**src/rtl/atm_controller_mc.sv**
```systemverilog
// Multi-account ATM session controller: card, language, PIN, service dispatch and balance table.
// Per-state inactivity timeout, PIN retry with per-account lockout, and registered status pulses.
module atm_controller_mc #(
  parameter int unsigned NUM_ACCTS = 4,
  parameter int unsigned ACCT_W    = 2,
  parameter int unsigned BAL_W     = 8,
  parameter int unsigned PIN_W     = 4,
  parameter int unsigned MAX_TRIES = 3,
  parameter int unsigned TIMEOUT   = 16,
  parameter int unsigned INIT_BAL  = 0
) (
  input  logic                 clk,
  input  logic                 rst,
  input  logic                 card_valid,
  input  logic [ACCT_W-1:0]    card_id,
  input  logic                 lang_valid,
  input  logic [1:0]           lang,
  input  logic                 pin_valid,
  input  logic [PIN_W-1:0]     pin,
  input  logic [PIN_W-1:0]     pin_ref,
  input  logic                 svc_valid,
  input  logic [2:0]           service,
  input  logic [BAL_W-1:0]     amount,
  input  logic                 another_valid,
  input  logic                 another,
  output logic [3:0]           state_out,
  output logic [1:0]           lang_sel,
  output logic [BAL_W-1:0]     balance_out,
  output logic                 done,
  output logic                 err,
  output logic [2:0]           err_code,
  output logic                 card_eject,
  output logic [NUM_ACCTS-1:0] locked
);

  localparam int unsigned TmoW = (TIMEOUT > 2) ? $clog2(TIMEOUT) : 1;

  localparam logic [2:0] ErrTimeout = 3'd1;
  localparam logic [2:0] ErrBadPin  = 3'd2;
  localparam logic [2:0] ErrLocked  = 3'd3;
  localparam logic [2:0] ErrZero    = 3'd4;
  localparam logic [2:0] ErrOvf     = 3'd5;
  localparam logic [2:0] ErrFunds   = 3'd6;
  localparam logic [2:0] ErrSvc     = 3'd7;

  typedef enum logic [3:0] {
    StIdle     = 4'd0,
    StLang     = 4'd1,
    StPin      = 4'd2,
    StService  = 4'd3,
    StDeposit  = 4'd4,
    StWithdraw = 4'd5,
    StBalance  = 4'd6,
    StAnother  = 4'd7,
    StEject    = 4'd8
  } state_e;

  state_e                         state_q, state_d;
  logic [ACCT_W-1:0]              acct_q, acct_d;
  logic [1:0]                     lang_q, lang_d;
  logic [BAL_W-1:0]               amt_q, amt_d;
  logic [2:0]                     try_q, try_d;
  logic [TmoW-1:0]                tmo_q, tmo_d;
  logic [NUM_ACCTS-1:0][BAL_W-1:0] bal_q, bal_d;
  logic [NUM_ACCTS-1:0]           locked_q, locked_d;
  logic [BAL_W-1:0]               bal_out_q, bal_out_d;
  logic                           done_q, done_d;
  logic                           err_q, err_d;
  logic [2:0]                     code_q, code_d;
  logic                           eject_q, eject_d;

  logic [BAL_W-1:0] cur_bal;
  logic [BAL_W:0]   sum;
  logic             tmo_hit;

  always_comb begin
    state_d   = state_q;
    acct_d    = acct_q;
    lang_d    = lang_q;
    amt_d     = amt_q;
    try_d     = try_q;
    tmo_d     = '0;
    bal_d     = bal_q;
    locked_d  = locked_q;
    bal_out_d = bal_out_q;
    done_d    = 1'b0;
    err_d     = 1'b0;
    code_d    = code_q;
    eject_d   = 1'b0;
    cur_bal   = bal_q[acct_q];
    sum       = {1'b0, cur_bal} + {1'b0, amt_q};
    tmo_hit   = (tmo_q == TmoW'(TIMEOUT - 1));

    unique case (state_q)
      StIdle: begin
        if (card_valid) begin
          acct_d = card_id;
          if (locked_q[card_id]) begin
            err_d   = 1'b1;
            code_d  = ErrLocked;
            state_d = StEject;
          end else begin
            state_d = StLang;
          end
        end
      end
      StLang: begin
        if (lang_valid && (lang == 2'b01 || lang == 2'b10)) begin
          lang_d  = lang;
          state_d = StPin;
        end else if (tmo_hit) begin
          err_d   = 1'b1;
          code_d  = ErrTimeout;
          state_d = StEject;
        end else begin
          tmo_d = tmo_q + 1'b1;
        end
      end
      StPin: begin
        if (pin_valid) begin
          if (pin == pin_ref) begin
            try_d   = '0;
            state_d = StService;
          end else if (32'(try_q) + 32'd1 >= MAX_TRIES) begin
            locked_d[acct_q] = 1'b1;
            err_d   = 1'b1;
            code_d  = ErrLocked;
            state_d = StEject;
          end else begin
            try_d  = try_q + 3'd1;
            err_d  = 1'b1;
            code_d = ErrBadPin;
          end
        end else if (tmo_hit) begin
          err_d   = 1'b1;
          code_d  = ErrTimeout;
          state_d = StEject;
        end else begin
          tmo_d = tmo_q + 1'b1;
        end
      end
      StService: begin
        if (svc_valid) begin
          amt_d = amount;
          case (service)
            3'b001:  state_d = StDeposit;
            3'b010:  state_d = StWithdraw;
            3'b011:  state_d = StBalance;
            default: begin
              err_d  = 1'b1;
              code_d = ErrSvc;
            end
          endcase
        end else if (tmo_hit) begin
          err_d   = 1'b1;
          code_d  = ErrTimeout;
          state_d = StEject;
        end else begin
          tmo_d = tmo_q + 1'b1;
        end
      end
      StDeposit: begin
        bal_out_d = cur_bal;
        if (amt_q == '0) begin
          err_d  = 1'b1;
          code_d = ErrZero;
        end else if (sum[BAL_W]) begin
          err_d  = 1'b1;
          code_d = ErrOvf;
        end else begin
          bal_d[acct_q] = sum[BAL_W-1:0];
          bal_out_d     = sum[BAL_W-1:0];
          done_d        = 1'b1;
        end
        state_d = StAnother;
      end
      StWithdraw: begin
        bal_out_d = cur_bal;
        if (amt_q == '0) begin
          err_d  = 1'b1;
          code_d = ErrZero;
        end else if (amt_q > cur_bal) begin
          err_d  = 1'b1;
          code_d = ErrFunds;
        end else begin
          bal_d[acct_q] = cur_bal - amt_q;
          bal_out_d     = cur_bal - amt_q;
          done_d        = 1'b1;
        end
        state_d = StAnother;
      end
      StBalance: begin
        bal_out_d = cur_bal;
        done_d    = 1'b1;
        state_d   = StAnother;
      end
      StAnother: begin
        if (another_valid) begin
          state_d = another ? StService : StEject;
        end else if (tmo_hit) begin
          err_d   = 1'b1;
          code_d  = ErrTimeout;
          state_d = StEject;
        end else begin
          tmo_d = tmo_q + 1'b1;
        end
      end
      StEject: begin
        lang_d  = 2'b00;
        try_d   = '0;
        eject_d = 1'b1;
        state_d = StIdle;
      end
      default: state_d = StIdle;
    endcase
  end

  always_ff @(posedge clk) begin
    if (rst) begin
      state_q   <= StIdle;
      acct_q    <= '0;
      lang_q    <= '0;
      amt_q     <= '0;
      try_q     <= '0;
      tmo_q     <= '0;
      bal_q     <= {NUM_ACCTS{BAL_W'(INIT_BAL)}};
      locked_q  <= '0;
      bal_out_q <= '0;
      done_q    <= 1'b0;
      err_q     <= 1'b0;
      code_q    <= '0;
      eject_q   <= 1'b0;
    end else begin
      state_q   <= state_d;
      acct_q    <= acct_d;
      lang_q    <= lang_d;
      amt_q     <= amt_d;
      try_q     <= try_d;
      tmo_q     <= tmo_d;
      bal_q     <= bal_d;
      locked_q  <= locked_d;
      bal_out_q <= bal_out_d;
      done_q    <= done_d;
      err_q     <= err_d;
      code_q    <= code_d;
      eject_q   <= eject_d;
    end
  end

  assign state_out   = state_q;
  assign lang_sel    = lang_q;
  assign balance_out = bal_out_q;
  assign done        = done_q;
  assign err         = err_q;
  assign err_code    = code_q;
  assign card_eject  = eject_q;
  assign locked      = locked_q;

endmodule

```
**config.mk**
```make
export PLATFORM = sky130hd
export DESIGN_NAME = atm_controller_mc
export DESIGN_NICKNAME = d
export VERILOG_FILES = /design/src/rtl/atm_controller_mc.sv
export SDC_FILE = /design/constraint.sdc
export NUM_CORES = 1
export LEC_CHECK = 0
export BUFFER_PORTS_ARGS = -buffer_cell sky130_fd_sc_hd__buf_2
export CAP_MARGIN = 20
export CORE_ASPECT_RATIO = 1.5
export CORE_MARGIN = 8
export CORE_UTILIZATION = 40
export CTS_BUF_LIST = sky130_fd_sc_hd__clkbuf_16
export DETAILED_ROUTE_END_ITERATION = 7
export GPL_ROUTABILITY_DRIVEN = 0
export GPL_TIMING_DRIVEN = 0
export PLACE_DENSITY = 0.68
export SYNTH_ARGS = -nofsm -noshare
export SYNTH_HDL_FRONTEND = slang
export SYNTH_SLANG_ARGS = --single-unit
```
**constraint.sdc**
```tcl
create_clock -name clk -period 5.1 [get_ports clk]
set_clock_uncertainty 0.1 [all_clocks]
set_input_delay 0.51 -clock clk [delete_from_list [all_inputs] [get_ports clk]]
set_output_delay 0.51 -clock clk [all_outputs]
set_load 0.02 [all_outputs]
```
[Word level (Yosys, flattened, before mapping)]
Index checks and enable logic that the tools add are counted.
Storage, ports and cells
  memories kept: 0
  input bits: 31
  memory bits (read-only): 0
  output and inout bits: 24
  memory bits (writable): 0
  bits in latches: 0
  word-level logic and storage cells: 159
  register bits: 73
Cells by class
  shift-type cells: 0
  muxes and demuxes: 79
  equality and inequality tests: 32
  reductions and logical operators: 20
  $add $sub $neg: 5
  multiply operators: 0
  divide/modulo/power cells: 0
  bitwise logic cells: 2
  order comparisons: 5
Operators by type and width (number)
  32-bit two-way mux: 4
  32-bit bitwise mux: 2
  32-bit one-hot mux with 2 select lines: 1
  4-bit two-way mux: 15
  3-bit two-way mux: 16
  8-bit two-way mux: 6
  4-bit one-hot mux with 6 select lines: 1
  8-bit one-hot mux with 3 select lines: 1
  1-bit two-way mux: 21
  3-bit one-hot mux with 7 select lines: 1
  2-bit inequality test, second input constant: 10
  8-bit binary-select mux with 2-bit select: 1
  8-bit demux with 2-bit select: 1
  4-bit by 3-bit equality test with 1-bit output, second input constant: 4
  4-bit one-hot mux with 4 select lines: 1
  3-bit inequality test, second input constant: 5
  4-bit one-hot mux with 3 select lines: 1
  8-bit by 8-bit adder with 9-bit output: 1
  9-bit AND reduction: 1
  4-bit by 2-bit equality test with 1-bit output, second input constant: 2
  4-bit equality test, second input constant: 2
  8-bit > comparator: 1
  8-bit zero test: 1
  8-bit subtractor: 1
  34 further kinds: 43

[Longest topological paths before layout]
  depth in word-level cells: 8
  gate-level depth with buffers: 14
  mapped depth without buffers: 11

[Worst setup path before layout]
OpenSTA, ideal clock, no wires.
  path kind: register -> register
  start point: register acct_q[0]
  end point: register code_q[0] (netlist: err_code[0])
  data arrival time: 3.514 ns
  setup slack: 1.390 ns
  period minus slack after synthesis: 3.710 ns
  setup time: 0.095 ns
  stages on the path, launching flop included: 13
  cells stage by stage: dfxtp_1 -> clkbuf_1 -> mux4_2 -> inv_1 -> ha_1 -> inv_1 -> fa_1 -> a211oi_1 -> nor3_2 -> o31ai_4 -> o211a_1 -> o21ai_0 -> a221oi_1
On the way
  cells in the longest elaborated chain, start to end: 5
RTL lines
  from (decl): line 59  | logic [ACCT_W-1:0] acct_q, acct_d;
  from (signal assigned): line 235  | acct_q <= acct_d;
  8-bit binary-select mux with 2-bit select (*): line 90  | cur_bal = bal_q[acct_q];
  8-bit two-way mux (implied by the code) (*): line 90
  8-bit by 8-bit adder with 9-bit output / 8-bit > comparator (equally long branches): line 91, 182
  3-bit inequality test (no line)
  9-bit AND reduction (no line) (*)
  to (signal assigned): line 245  | code_q <= code_d;
  to (decl): line 69  | logic [2:0] code_q, code_d;
Every way passes the cells marked *; elsewhere a longest branch is shown, timed or not. The select of a mux whose other input is x is not followed.
A chain may end at the register's enable or synchronous reset.

[Worst setup path in the final report]
  start point: register acct_q[0]
  end point: register bal_out_q[1] (netlist: balance_out[1])
On the way
  cells in the longest elaborated chain, start to end: 6
RTL lines
  8-bit binary-select mux with 2-bit select (*): line 90
  8-bit two-way mux (implied by the code) (*): line 90
  8-bit subtractor, or another cell as far along: line 187  | bal_out_d = cur_bal - amt_q;
  8-bit two-way mux, on equally long branches: line 182, 167
  8-bit two-way mux, on equally long branches: line 179, 164
  8-bit one-hot mux with 3 select lines (*): line 94  | unique case (state_q)
  to (signal assigned): line 242  | bal_out_q <= bal_out_d;
  to (decl): line 66  | logic [BAL_W-1:0] bal_out_q, bal_out_d;
Marks and branches as above.

==> flow_summary.toml <==
[logic_synthesis]
synth-edff-count = 0
async_flop_share = 0
synth_area_sq_um = 4692
synth_ff_type = "dfxtp_1"
syn_avg_cell_area_sq_um = 8.454
synth_cells = 555
syn_nets = 609
ys_ff_latch = 73
yosys_warnings = 0
synth_cell_types = 67
ys_seq_area_frac = 0.3115

[clock_tree]
clkLatencyLatePin_ns = 0.35
tritoncts = "built"
clkSlewWorstSetupHoldPaths_ns = 0.06
postCtsHoldBufs = 0
cts_made_buffers = 9
cts.sinks = 73
htreeDepth = 3
clock_path_buffers = 2
postCtsSetupRepairBufs = 0
cts_resized = 0
clockRootBuffer = "clkbuf_16"

[timing]
max_slew_margin = 0.4263
slew_viol_final = 0
clock.fmax_mhz = 216.3
min_period_ns = 4.623
tns_ns = 0
hold_slack_ns = 0.2960
hold_viol_final = 0
post-route-period-util = 0.9065
rsz0062_at_grt = "false"
max_slew.worst_pin.slew_ns = 0.8527
setup_viol = 0

[worst_hold_path]
holdCritPathClass = "in2reg"
worst_hold_startpoint = "amount[4]"

[drt]
drt_wl_total_um = 14010
wire_per_inst_um = 18.08
vias = 4536
first_pass_iters = 5
viasPerCell = 5.853
drcViolationCount = 0
postRouteAntennaNets = 0
drt_iter0_markers = 298

[power]
p_per_area_nw_per_um2 = 255.2
leakage_nw = 2.050
worst_ir_drop_vdd_mv = 0.1638

[cells_and_area]
finalNetCount = 674
final_common_cell = "dfxtp_1"
syn_to_final_growth_pct = 16.08
num-fill-cells = 1104
seqCellArea_sq_um = 1461
final_cell_mix = "73 x dfxtp_1, 60 x buf_2, 60 x nor2_1"
diodes = 0
finalInstanceArea_sq_um = 5446
layout-drive-gt1-share = 0.1760
multiInputGateArea_sq_um = 2990

[critical_path]
crit_slowest_cell = "mux4_2"
crit_path_end_kind = "flop"
critPathMaxFanout = 10
worst_setup_path_start_kind = "flop"
rr_startpoint = "acct_q[0]$_SDFFE_PP0P_"
crit_arrival_ns = 4.73
crit_start = "acct_q[0]$_SDFFE_PP0P_"
crit_type = "reg2reg"
required_ns = 5.21
worstPathCellList = "clkbuf_1, mux4_2, inv_1, ha_1, inv_1, fa_1, a211oi_1, nor3_2, o211ai_1, o21ai_0, a221oi_1, nor3_1"
cp_common_cell = "inv_1"
max_stage_delay_ns = 0.63

[die]
die_x_um = 104.4
start_util = 0.4090
dieHeight_um = 148.6
io_pins = 55
rows = 48
dieArea_sq_um = 15520
core_sq_um = 11470

[place]
place.port_buffers = 54
place_hpwl_um = 10740
placed_cell_area_sq_um = 5150

[grt]
antenna_found_initial = 0
overflow = 0
grt_max_degree = 14
grt_pass1_vias = 4534
grt_use_total = 0.1805
grt_pass1_wl_um = 22510

[job]
maxCapViolCount = 0

[outcome]
status = "completed"
-- metrics by stage --
stage            util  setup WS (ns)  power [mW]  std cells
4_1_cts        0.4748         0.5755       1.394        775
2_1_floorplan       -          1.390      0.7050        555
6_report       0.4748         0.4770       1.390        775
3_5_place_dp   0.4490         0.6173      0.7595        759
3_3_place_gp   0.4490         0.6301      0.7558        759
5_1_grt        0.4748         0.3099       1.430        775
-- state kept, by name, summed over array words and instances (netlist names) --
name,cells
balance_out,8
tmo_q,4
lang_sel,2
bal_q,32
try_q,3
amt_q,8
card_eject,1
done,1
state_out,4
acct_q,2
err_code,3
err,1
locked,4
-- routing by layer --
metal	vias to the layer above	share of wire	track usage
met5	-	0	0
met4	0	0.052	0.1287
met3	55	0.047	0.02945
met2	160	0.51	0.3151
met1	2178	0.39	0.1943
li1	2143	-	-
-- report_power, final --
group / internal [mW] / switching (mW) / total, mW
registers: 0.579 / 0.00819 / 0.588
logic: 0.0600 / 0.102 / 0.162
clock network: 0.378 / 0.262 / 0.640
-- kinds of logic (layout without fill, tap and decap cells) --
kind of cell             after synthesis  after routing  synth area share
AND/OR/NAND/NOR                      208            208            0.2349
AO/OA/AOI/OAI                        150            150            0.2245
flip-flops                            73             73            0.3115
buffers and inverters                 57            127           0.05120
multiplexers                          27             27           0.08160
adder cells (fa/ha/maj)               23             23           0.06453
XOR/XNOR                              17             17           0.03173
-- synthesized netlist by cell type, types with 5 or more instances --
master	number	area, sq um
dfxtp_1	73	1461
nor2_1	60	225.2
a21oi_1	47	235.2
nand2_1	43	161.4
inv_1	27	101.4
o21ai_0	25	125.1
ha_1	21	262.8
mux2i_1	18	180.2
nor2b_1	18	112.6
a211oi_1	17	127.6
clkbuf_1	17	63.81
nand2b_1	16	100.1
nand3_1	16	80.08
nor3_1	15	75.07
xnor2_1	15	131.4
o211ai_1	11	82.58
mux4_2	9	202.7
a221oi_1	6	52.55
a31oi_1	6	37.54
buf_2	6	30.03
nor3b_1	6	45.04
and3_1	5	31.28
-- final timing paths --
path / to / slack, ns / depth (start not counted)
setup reg to reg: balance_out[1]$_SDFFE_PP0N_ / 0.48 / 12
hold / removal: amt_q[4]$_SDFFE_PP0P_ / 0.30 / 3
setup / recovery: balance_out[1]$_SDFFE_PP0N_ / 0.48 / 12
hold reg to reg: bal_q[22]$_SDFFE_PP0P_ / 0.38 / 2
-- worst max-delay path, delay by kind of cell, from the launching register on --
kind	cells	cell delay, ns
adders and majority gates	2	0.66
AOI/OAI and AO/OA	4	1.61
and+or+nand+nor	2	0.26
DFF	1	0.51
buffers and inverters	3	0.72
muxes	1	0.63
-- layout make-up --
cell class,instances,share of cell area
Buffer,30,0.02550
Clock buffer,9,0.04135
Clock inverter,7,0.01309
Inverter,27,0.01861
Multi-Input combinational cell,425,0.5490
Sequential cell,73,0.2683
Tap cell,150,0.03446
Timing Repair Buffer,54,0.04962
Note: power is estimated with default switching activity, not from simulation.
